==> config.mk <==
export PLATFORM = sky130hd
export DESIGN_NAME = hazard_stall_ctrl
export DESIGN_NICKNAME = d
export VERILOG_FILES = /design/src/rtl/pipe_types.sv /design/src/rtl/src_use_decode.sv /design/src/rtl/hazard_stall_ctrl.sv
export SDC_FILE = /design/constraint.sdc
export NUM_CORES = 1
export LEC_CHECK = 0
export BUFFER_PORTS_ARGS = -buffer_cell sky130_fd_sc_hd__buf_4
export CAP_MARGIN = 20
export CORE_AREA = 5 5 42 44
export DETAILED_ROUTE_END_ITERATION = 8
export DIE_AREA = 0 0 47 49
export GPL_TIMING_DRIVEN = 0
export SYNTH_ARGS = -nofsm -noshare
export SYNTH_HDL_FRONTEND = slang
export SYNTH_SLANG_ARGS = --single-unit
==> constraint.sdc <==
create_clock -name vclk -period 1.1
set_input_delay 0.055 -clock vclk [all_inputs]
set_output_delay 0.055 -clock vclk [all_outputs]
set_load 0.1 [all_outputs]
==> src/rtl/pipe_types.sv <==
// Shared pipeline types: opcodes, register index, stall/flush controller state and load enables.
package pipe_types;

  typedef logic [4:0] rv32i_reg;

  typedef enum logic [6:0] {
    op_lui   = 7'b0110111,
    op_auipc = 7'b0010111,
    op_jal   = 7'b1101111,
    op_jalr  = 7'b1100111,
    op_br    = 7'b1100011,
    op_load  = 7'b0000011,
    op_store = 7'b0100011,
    op_imm   = 7'b0010011,
    op_reg   = 7'b0110011,
    op_csr   = 7'b1110011
  } rv32i_opcode;

  typedef struct packed {
    logic pc;
    logic if_id;
    logic id_ex;
    logic ex_mem;
    logic mem_wb;
  } stall_load_reg_t;

  typedef enum logic [1:0] {
    RUN     = 2'd0,
    IMISS   = 2'd1,
    DMISS   = 2'd2,
    BR_WAIT = 2'd3
  } haz_state_e;

  // Which priority rule decided the current cycle; HAZ_RESET covers rst_n low.
  typedef enum logic [2:0] {
    HAZ_RESET     = 3'd0,
    HAZ_DMISS     = 3'd1,
    HAZ_BR_IMISS  = 3'd2,
    HAZ_REDIRECT  = 3'd3,
    HAZ_LOAD_USE  = 3'd4,
    HAZ_IMISS     = 3'd5,
    HAZ_RUN       = 3'd6
  } haz_rule_e;

  localparam stall_load_reg_t LOAD_NONE = 5'b00000;
  localparam stall_load_reg_t LOAD_ALL  = 5'b11111;

  function automatic logic src_hit(input rv32i_reg rd, input rv32i_reg rs, input logic used);
    return used && (rd != 5'd0) && (rd == rs);
  endfunction

  function automatic haz_state_e rule_state(input haz_rule_e rule);
    case (rule)
      HAZ_DMISS:    return DMISS;
      HAZ_BR_IMISS: return BR_WAIT;
      HAZ_IMISS:    return IMISS;
      default:      return RUN;
    endcase
  endfunction

endpackage

==> src/rtl/src_use_decode.sv <==
// Opcode decode of whether an instruction reads rs1 and/or rs2; shared with the forwarding unit.
module src_use_decode
  import pipe_types::*;
(
  input  rv32i_opcode opcode,
  output logic        use_rs1,
  output logic        use_rs2
);

  always_comb begin
    use_rs1 = 1'b1;
    use_rs2 = 1'b0;
    case (opcode)
      op_lui, op_auipc, op_jal: use_rs1 = 1'b0;
      default: ;
    endcase
    case (opcode)
      op_reg, op_store, op_br: use_rs2 = 1'b1;
      default: ;
    endcase
  end

endmodule

==> src/rtl/hazard_stall_ctrl.sv <==
// Pipeline stall/flush controller; optional cycle counters under HAZ_PERF_CNT_EN.
//   state   | meaning
//   RUN     | pipeline advancing (incl. single load-use bubble or redirect)
//   IMISS   | fetch miss, PC held, bubbles into IF/ID
//   DMISS   | data miss, whole pipeline frozen
//   BR_WAIT | redirect waiting on fetch of the target, branch held in EX
module hazard_stall_ctrl
  import pipe_types::*;
(
  input  logic            clk,
  input  logic            rst_n,
  input  logic            icache_read,
  input  logic            icache_resp,
  input  logic            dcache_read,
  input  logic            dcache_write,
  input  logic            dcache_resp,
  input  rv32i_opcode     if_id_opcode,
  input  rv32i_reg        if_id_rs1,
  input  rv32i_reg        if_id_rs2,
  input  rv32i_opcode     id_ex_opcode,
  input  rv32i_reg        id_ex_rd,
  input  logic            ex_redirect,
  output stall_load_reg_t load_o,
  output logic            flush_if_id,
  output logic            flush_id_ex,
  output logic            flush_ex_mem
`ifdef HAZ_PERF_CNT_EN
  ,
  output logic [31:0]     perf_imiss,
  output logic [31:0]     perf_dmiss,
  output logic [31:0]     perf_lu,
  output logic [31:0]     perf_flush
`endif
);

  logic       use_rs1;
  logic       use_rs2;
  logic       dmiss;
  logic       imiss;
  logic       lu;
  haz_rule_e  rule;
  haz_state_e state_q;
  haz_state_e state_d;

  src_use_decode u_src_use (
    .opcode  (if_id_opcode),
    .use_rs1 (use_rs1),
    .use_rs2 (use_rs2)
  );

  assign dmiss = (dcache_read | dcache_write) & ~dcache_resp;
  assign imiss = icache_read & ~icache_resp;
  assign lu    = (id_ex_opcode == op_load) &
                 (src_hit(id_ex_rd, if_id_rs1, use_rs1) | src_hit(id_ex_rd, if_id_rs2, use_rs2));

  // Outputs depend only on inputs so a same-cycle response never stalls.
  always_comb begin
    load_o       = LOAD_NONE;
    flush_if_id  = 1'b0;
    flush_id_ex  = 1'b0;
    flush_ex_mem = 1'b0;
    rule         = HAZ_RESET;
    if (rst_n) begin
      if (dmiss) begin
        rule = HAZ_DMISS;
      end else if (ex_redirect && imiss) begin
        // Let the branch drain into MEM once but as a bubble; EX keeps the original.
        load_o.ex_mem = 1'b1;
        load_o.mem_wb = 1'b1;
        flush_ex_mem  = 1'b1;
        rule          = HAZ_BR_IMISS;
      end else if (ex_redirect) begin
        load_o      = LOAD_ALL;
        flush_if_id = 1'b1;
        flush_id_ex = 1'b1;
        rule        = HAZ_REDIRECT;
      end else if (lu) begin
        load_o.id_ex  = 1'b1;
        load_o.ex_mem = 1'b1;
        load_o.mem_wb = 1'b1;
        flush_id_ex   = 1'b1;
        rule          = HAZ_LOAD_USE;
      end else if (imiss) begin
        load_o      = LOAD_ALL;
        load_o.pc   = 1'b0;
        flush_if_id = 1'b1;
        rule        = HAZ_IMISS;
      end else begin
        load_o = LOAD_ALL;
        rule   = HAZ_RUN;
      end
    end
  end

  always_comb begin
    state_d = rule_state(rule);
  end

  always_ff @(posedge clk or negedge rst_n) begin
    if (!rst_n) begin
      state_q <= RUN;
    end else begin
      state_q <= state_d;
    end
  end

  state_legal: assert property (@(posedge clk) disable iff (!rst_n)
    state_q inside {RUN, IMISS, DMISS, BR_WAIT});

`ifdef HAZ_PERF_CNT_EN
  always_ff @(posedge clk or negedge rst_n) begin
    if (!rst_n) begin
      perf_imiss <= '0;
      perf_dmiss <= '0;
      perf_lu    <= '0;
      perf_flush <= '0;
    end else begin
      if (rule == HAZ_IMISS)    perf_imiss <= perf_imiss + 32'd1;
      if (rule == HAZ_DMISS)    perf_dmiss <= perf_dmiss + 32'd1;
      if (rule == HAZ_LOAD_USE) perf_lu    <= perf_lu + 32'd1;
      if (rule == HAZ_REDIRECT) perf_flush <= perf_flush + 32'd1;
    end
  end
`endif

endmodule

* Word level (Yosys, flattened, before mapping)
Cells that the tools add are included.
Storage, ports and cells: register bits 0, bits of input ports 37, output and inout bits 8
Cells by class: equality and inequality tests 9, multiplexer cells 24, bitwise logic cells 7, reductions and logical operators 8
Operators by type and width (count):
- $eq 7x6->1 const B | 3
- $mux 5 | 4
- $mux 1 | 16
- $eq 7x7->1 const B | 2
- $eq 5x5->1 | 2
- $eq 7x2->1 const B | 1
- $eq 7x5->1 const B | 1
- $mux 3 | 2
- $reduce_or 3->1 | 2
- $logic_and 1x1->1 | 5
- $reduce_bool 5->1 | 1
- $mux 2 | 2
- $and 1x1->1 | 3
- $not 1->1 | 2
- $or 1x1->1 | 2

* Logic depth before layout (Yosys ltp)
word-level depth 12, depth in mapped cells 5, mapped depth without buffers 5

* By module
From an unflattened synthesis, not the netlist that was laid out.
Unflattened totals: cells, all modules 43, area, all modules 296.5 µm²
Modules (own cells, without submodules):
- hazard_stall_ctrl | instances 1, cells an instance 37, area an instance 247.7 µm², sequential area each 0.0 µm²
- src_use_decode | instances 1, cells an instance 6, area an instance 48.8 µm², sequential area each 0.0 µm²

* Least setup slack after synthesis
OpenSTA, ideal clock, no wires.
path type input-to-output, from input dcache_write, to output flush_id_ex, data arrival time 3.321 ns, data required time 1.045 ns, slack -2.276 ns, cell stages on the path 5, path buffers 0, cell sequence nor2_1 o21ai_1 inv_1 o21a_1 a21boi_1
On the way: word-level cells in the longest chain between the ends 4
RTL lines:
- from (decl) | RTL line hazard_stall_ctrl.sv:15 | input logic dcache_write,
- $or 1x1->1 | RTL line hazard_stall_ctrl.sv:51 | assign dmiss = (dcache_read | dcache_write) & ~dcache_resp;
- $and 1x1->1 | RTL line hazard_stall_ctrl.sv:51
- $mux 1 | RTL line hazard_stall_ctrl.sv:64 | if (dmiss) begin
- $mux 1 | RTL line hazard_stall_ctrl.sv:63 | if (rst_n) begin
- to (decl) | RTL line hazard_stall_ctrl.sv:25 | output logic flush_id_ex,
No other way between the ends.

* Worst setup path after layout
from input if_id_opcode[6], to output flush_if_id
On the way: word-level cells in the longest chain between the ends 12, elaborated cells on any way between the ends 21, classes of those cells eq/ne (6); mux (7); bitwise (2); reduce/logical (6)
RTL lines:
- from (decl) | RTL line hazard_stall_ctrl.sv:17 | input rv32i_opcode if_id_opcode,
- $eq 7x6->1 (tied with other cells) | RTL line src_use_decode.sv:13 | case (opcode)
- $reduce_or 3->1 (on tied branches) | RTL line src_use_decode.sv:13, src_use_decode.sv:17
- $mux 1 (on tied branches) | RTL line src_use_decode.sv:13, src_use_decode.sv:17
- $logic_and 1x1->1 (2 in series) | RTL line pipe_types.sv:49 | return used && (rd != 5'd0) && (rd == rs);
- $or 1x1->1 * | RTL line hazard_stall_ctrl.sv:54 | (src_hit(id_ex_rd, if_id_rs1, use_rs1) | src_hit(id_ex_rd, if_id_rs2, use_rs2));
- $and 1x1->1 * | RTL line hazard_stall_ctrl.sv:53 | assign lu = (id_ex_opcode == op_load) &
- $mux 1 * | RTL line hazard_stall_ctrl.sv:77 | end else if (lu) begin
- $mux 1 * | RTL line hazard_stall_ctrl.sv:72 | end else if (ex_redirect) begin
- $mux 1 * | RTL line hazard_stall_ctrl.sv:66 | end else if (ex_redirect && imiss) begin
- $mux 1 * | RTL line hazard_stall_ctrl.sv:64
- $mux 1 * | RTL line hazard_stall_ctrl.sv:63
- to (decl) | RTL line hazard_stall_ctrl.sv:24 | output logic flush_if_id,
Every way passes the cells marked *; elsewhere a longest branch is shown, timed or not.

==> results.md <==
- Post-synthesis mux area share: 0%
- Hold-fix buffers at CTS: 0
- Antenna Diode Count: 0
- Global-route wire length before repair: 2.12 mm
- Number of hold violations in the final report: 0
- Status: complete, but fails checks
- Leak pwr: 0.389 nW
- Setup slack at placement: -0.371 ns
- Sequential cell area fraction in the yosys report: 0%
- Post-DP HPWL: approximately 1.1 mm
- Comb pwr share: 100.0%
- Period utilisation layout: 128%
- XOR/XNOR share of the synthesized area: between 30% and 40%
- Area overhead of the layout relative to synthesis: 203%
- Dominant combinational cell family by area after synthesis: simple AND/OR/NAND/NOR gates
- Top post-synthesis cells by area: sky130_fd_sc_hd__xnor2_1, sky130_fd_sc_hd__xor2_1, sky130_fd_sc_hd__nor3_1
- Overall routing resource usage: 11.7%
- First-pass detailed-route iteration total: 2
- Total routed wirelength: 1.34 mm
- Total global routing overflow: 0
- Largest voltage drop on the vdd net: between 0.3 and 0.4 mV
- Number of different library cells in the post-synthesis netlist: 23
- Total number of vias: 487
- Clock buffer instance count of the final layout: 0
- Violated checks: setup timing
- DRC violation count after routing: 0
- Ratio of cells with drive above 1 in the final layout: 77.3%
- Power share of the clock group: 0%
- Post-synth net total: 80
- Routed wire length per instance: 12.9 um
- Biggest cell delay along the critical path: 0.38 ns
- IO buf count: between 40 and 50
- Average footprint of a synthesized cell: 6.66 um2
- Placer Congestion: 0.675
- Commonest cells after routing, fill and taps aside: sky130_fd_sc_hd__buf_4, sky130_fd_sc_hd__buf_6, sky130_fd_sc_hd__xor2_1
- Number of sequential cells in the layout: 0
- Largest net degree at the start of global routing: 6
- Simple logic cell fraction of the synthesized area: 41.0%
- Arr. time, crit path: 1.35 ns
- Cells traversed along the worst timing path: buf_6, and3_4, o2111ai_4, and4_4, nor3_2, a311o_2, buf_12
- Switching power summed over all nets: 239 uW
- Number of violations reported at the end of detailed-routing iteration 0: 2
- Max_cap viols: 0
- Per-cell via count in the routed design: 4.68
- Adder-cell share of the synthesized area: 0%
- Max Slew Vio Count: 0
- Category of the worst setup path launch point: input port
- Height of the die: 49 um
- Slowest stage cell, crit path: sky130_fd_sc_hd__a311o_2
- Critical setup path kind: input port to output pin
- Power, Total: 447 uW
- Internal portion of total power: 208 uW
- Power per cell area: around 510 nW/um2
- Top-area cell type share of the netlist area: 15.3%
- Effective utilization at floorplan: 20.4%
- Worst Setup End Kind: output pin
- Slew Limit Headroom: approximately four fifths
- Number of antenna violations at the first check in global routing: 0
- Worst-case setup margin in the final layout: -0.305 ns
- Setup repair after global routing missed its margin: true
- Via count of the first global-routing pass: 524
- Most common library cell in the layout ignoring fill and taps: sky130_fd_sc_hd__buf_4
- Slew at the pin closest to its max-slew limit: 0.269 ns
- Floorplan core area: 1400 um2
- Row count: 14
- Post-Syn Area: 287 um2
- Hold Path Class: input port to output pin
- Count of antenna-violating nets left after detailed routing: 0
- Syn Inst Count: 43
- Chip Width: 47 um
- Seq. cell area: 0 um2
- Peak Freq: 712 MHz
- Worst endpoint required time: roughly 1.0 ns
- Total setup violations reported at the end of the flow: 4
- Sequential group share of total power: 0%
- I/O pin count: 45
- # nets final: 127
- Post-synthesis compound-gate area fraction: a little under a quarter
- Crit path time final: about 1.4 ns
- Total of warnings raised by yosys: 0
- Biggest area consumer among synthesized cells: sky130_fd_sc_hd__xnor2_1
- Crit path max fanout: 2
- Switch share: 53.4%
- Total Die Area: 2300 um2
[power by group through the flow]
stage / Combinational [mW] / Sequential [mW] / Clock, mW
after floorplan: 0.214 / 0 / 0
after global placement: 0.363 / 0 / 0
after detailed placement: 0.364 / 0 / 0
after CTS: 0.418 / 0 / 0
after global routing: 0.467 / 0 / 0
final: 0.447 / 0 / 0
[repair_timing]
item,in CTS,in global routing
setup buffers,1,0
resized for setup,27,14
pin swaps,14,12
endpoints found under the hold margin,0,0
endpoints found under the setup margin,4,4
[routing by layer]
metal | vias up | wire length, um | GRT usage, %
met1 | 217 | 485 | 13.7
li1 | 247 | - | -
met3 | 0 | 96 | 0.369
met4 | 0 | 0 | 1.38
met2 | 23 | 758 | 22.4
met5 | - | 0 | 0
[area by class of cell]
type / instances / area, um2
buffer: 1 / 7.51
timing repair buffer: 45 / 428
tap: 16 / 20.0
fill: 133 / 533
inverter: 2 / 11.3
multi-input combinational: 40 / 402
[Yosys cell counts (all sizes together)]
library cell,number
nor2,5
nor3,5
xnor2,5
xor2,5
inv,2
nand4,2
o21a,2
o21ai,2
a21boi,1
a21oi,1
a311o,1
and2,1
and3,1
and4,1
buf,1
nand2,1
nand2b,1
nand3,1
nor2b,1
nor4,1
o2111ai,1
o211a,1
or3,1
[worst max-delay path, delay by kind of cell]
family | cells | cell delay, ns
compound gates | 2 | 0.55
simple gates | 3 | 0.47
buf+inv | 2 | 0.26
[worst paths after layout]
path                         from          end  slack, ns  cells after the start
setup / recovery  if_id_opcode[6]  flush_if_id      -0.30                      7
hold / removal        ex_redirect    load_o[3]       0.56                      3
[through the flow]
stage / hold WS, ns / instances / area, um2 / TNS [ns] / utilization, %
after floorplan: 0.412 / 43 / 328 / -2.69 / -
after global routing: 0.575 / 104 / 868 / -1.21 / 62.0
after global placement: 0.612 / 103 / 678 / -1.40 / 48.4
after detailed placement: 0.606 / 103 / 678 / -1.41 / 48.4
after CTS: 0.560 / 104 / 802 / -0.943 / 57.2
final: 0.557 / 104 / 868 / -0.915 / 62.0
[cells by family (layout without fill, tap and decap cells)]
kind of cell / after synthesis / count (layout)
simple gates: 21 / 21
xor+xnor: 10 / 10
compound gates: 9 / 9
buf+inv: 3 / 48
(Power assumes the default switching activity.)
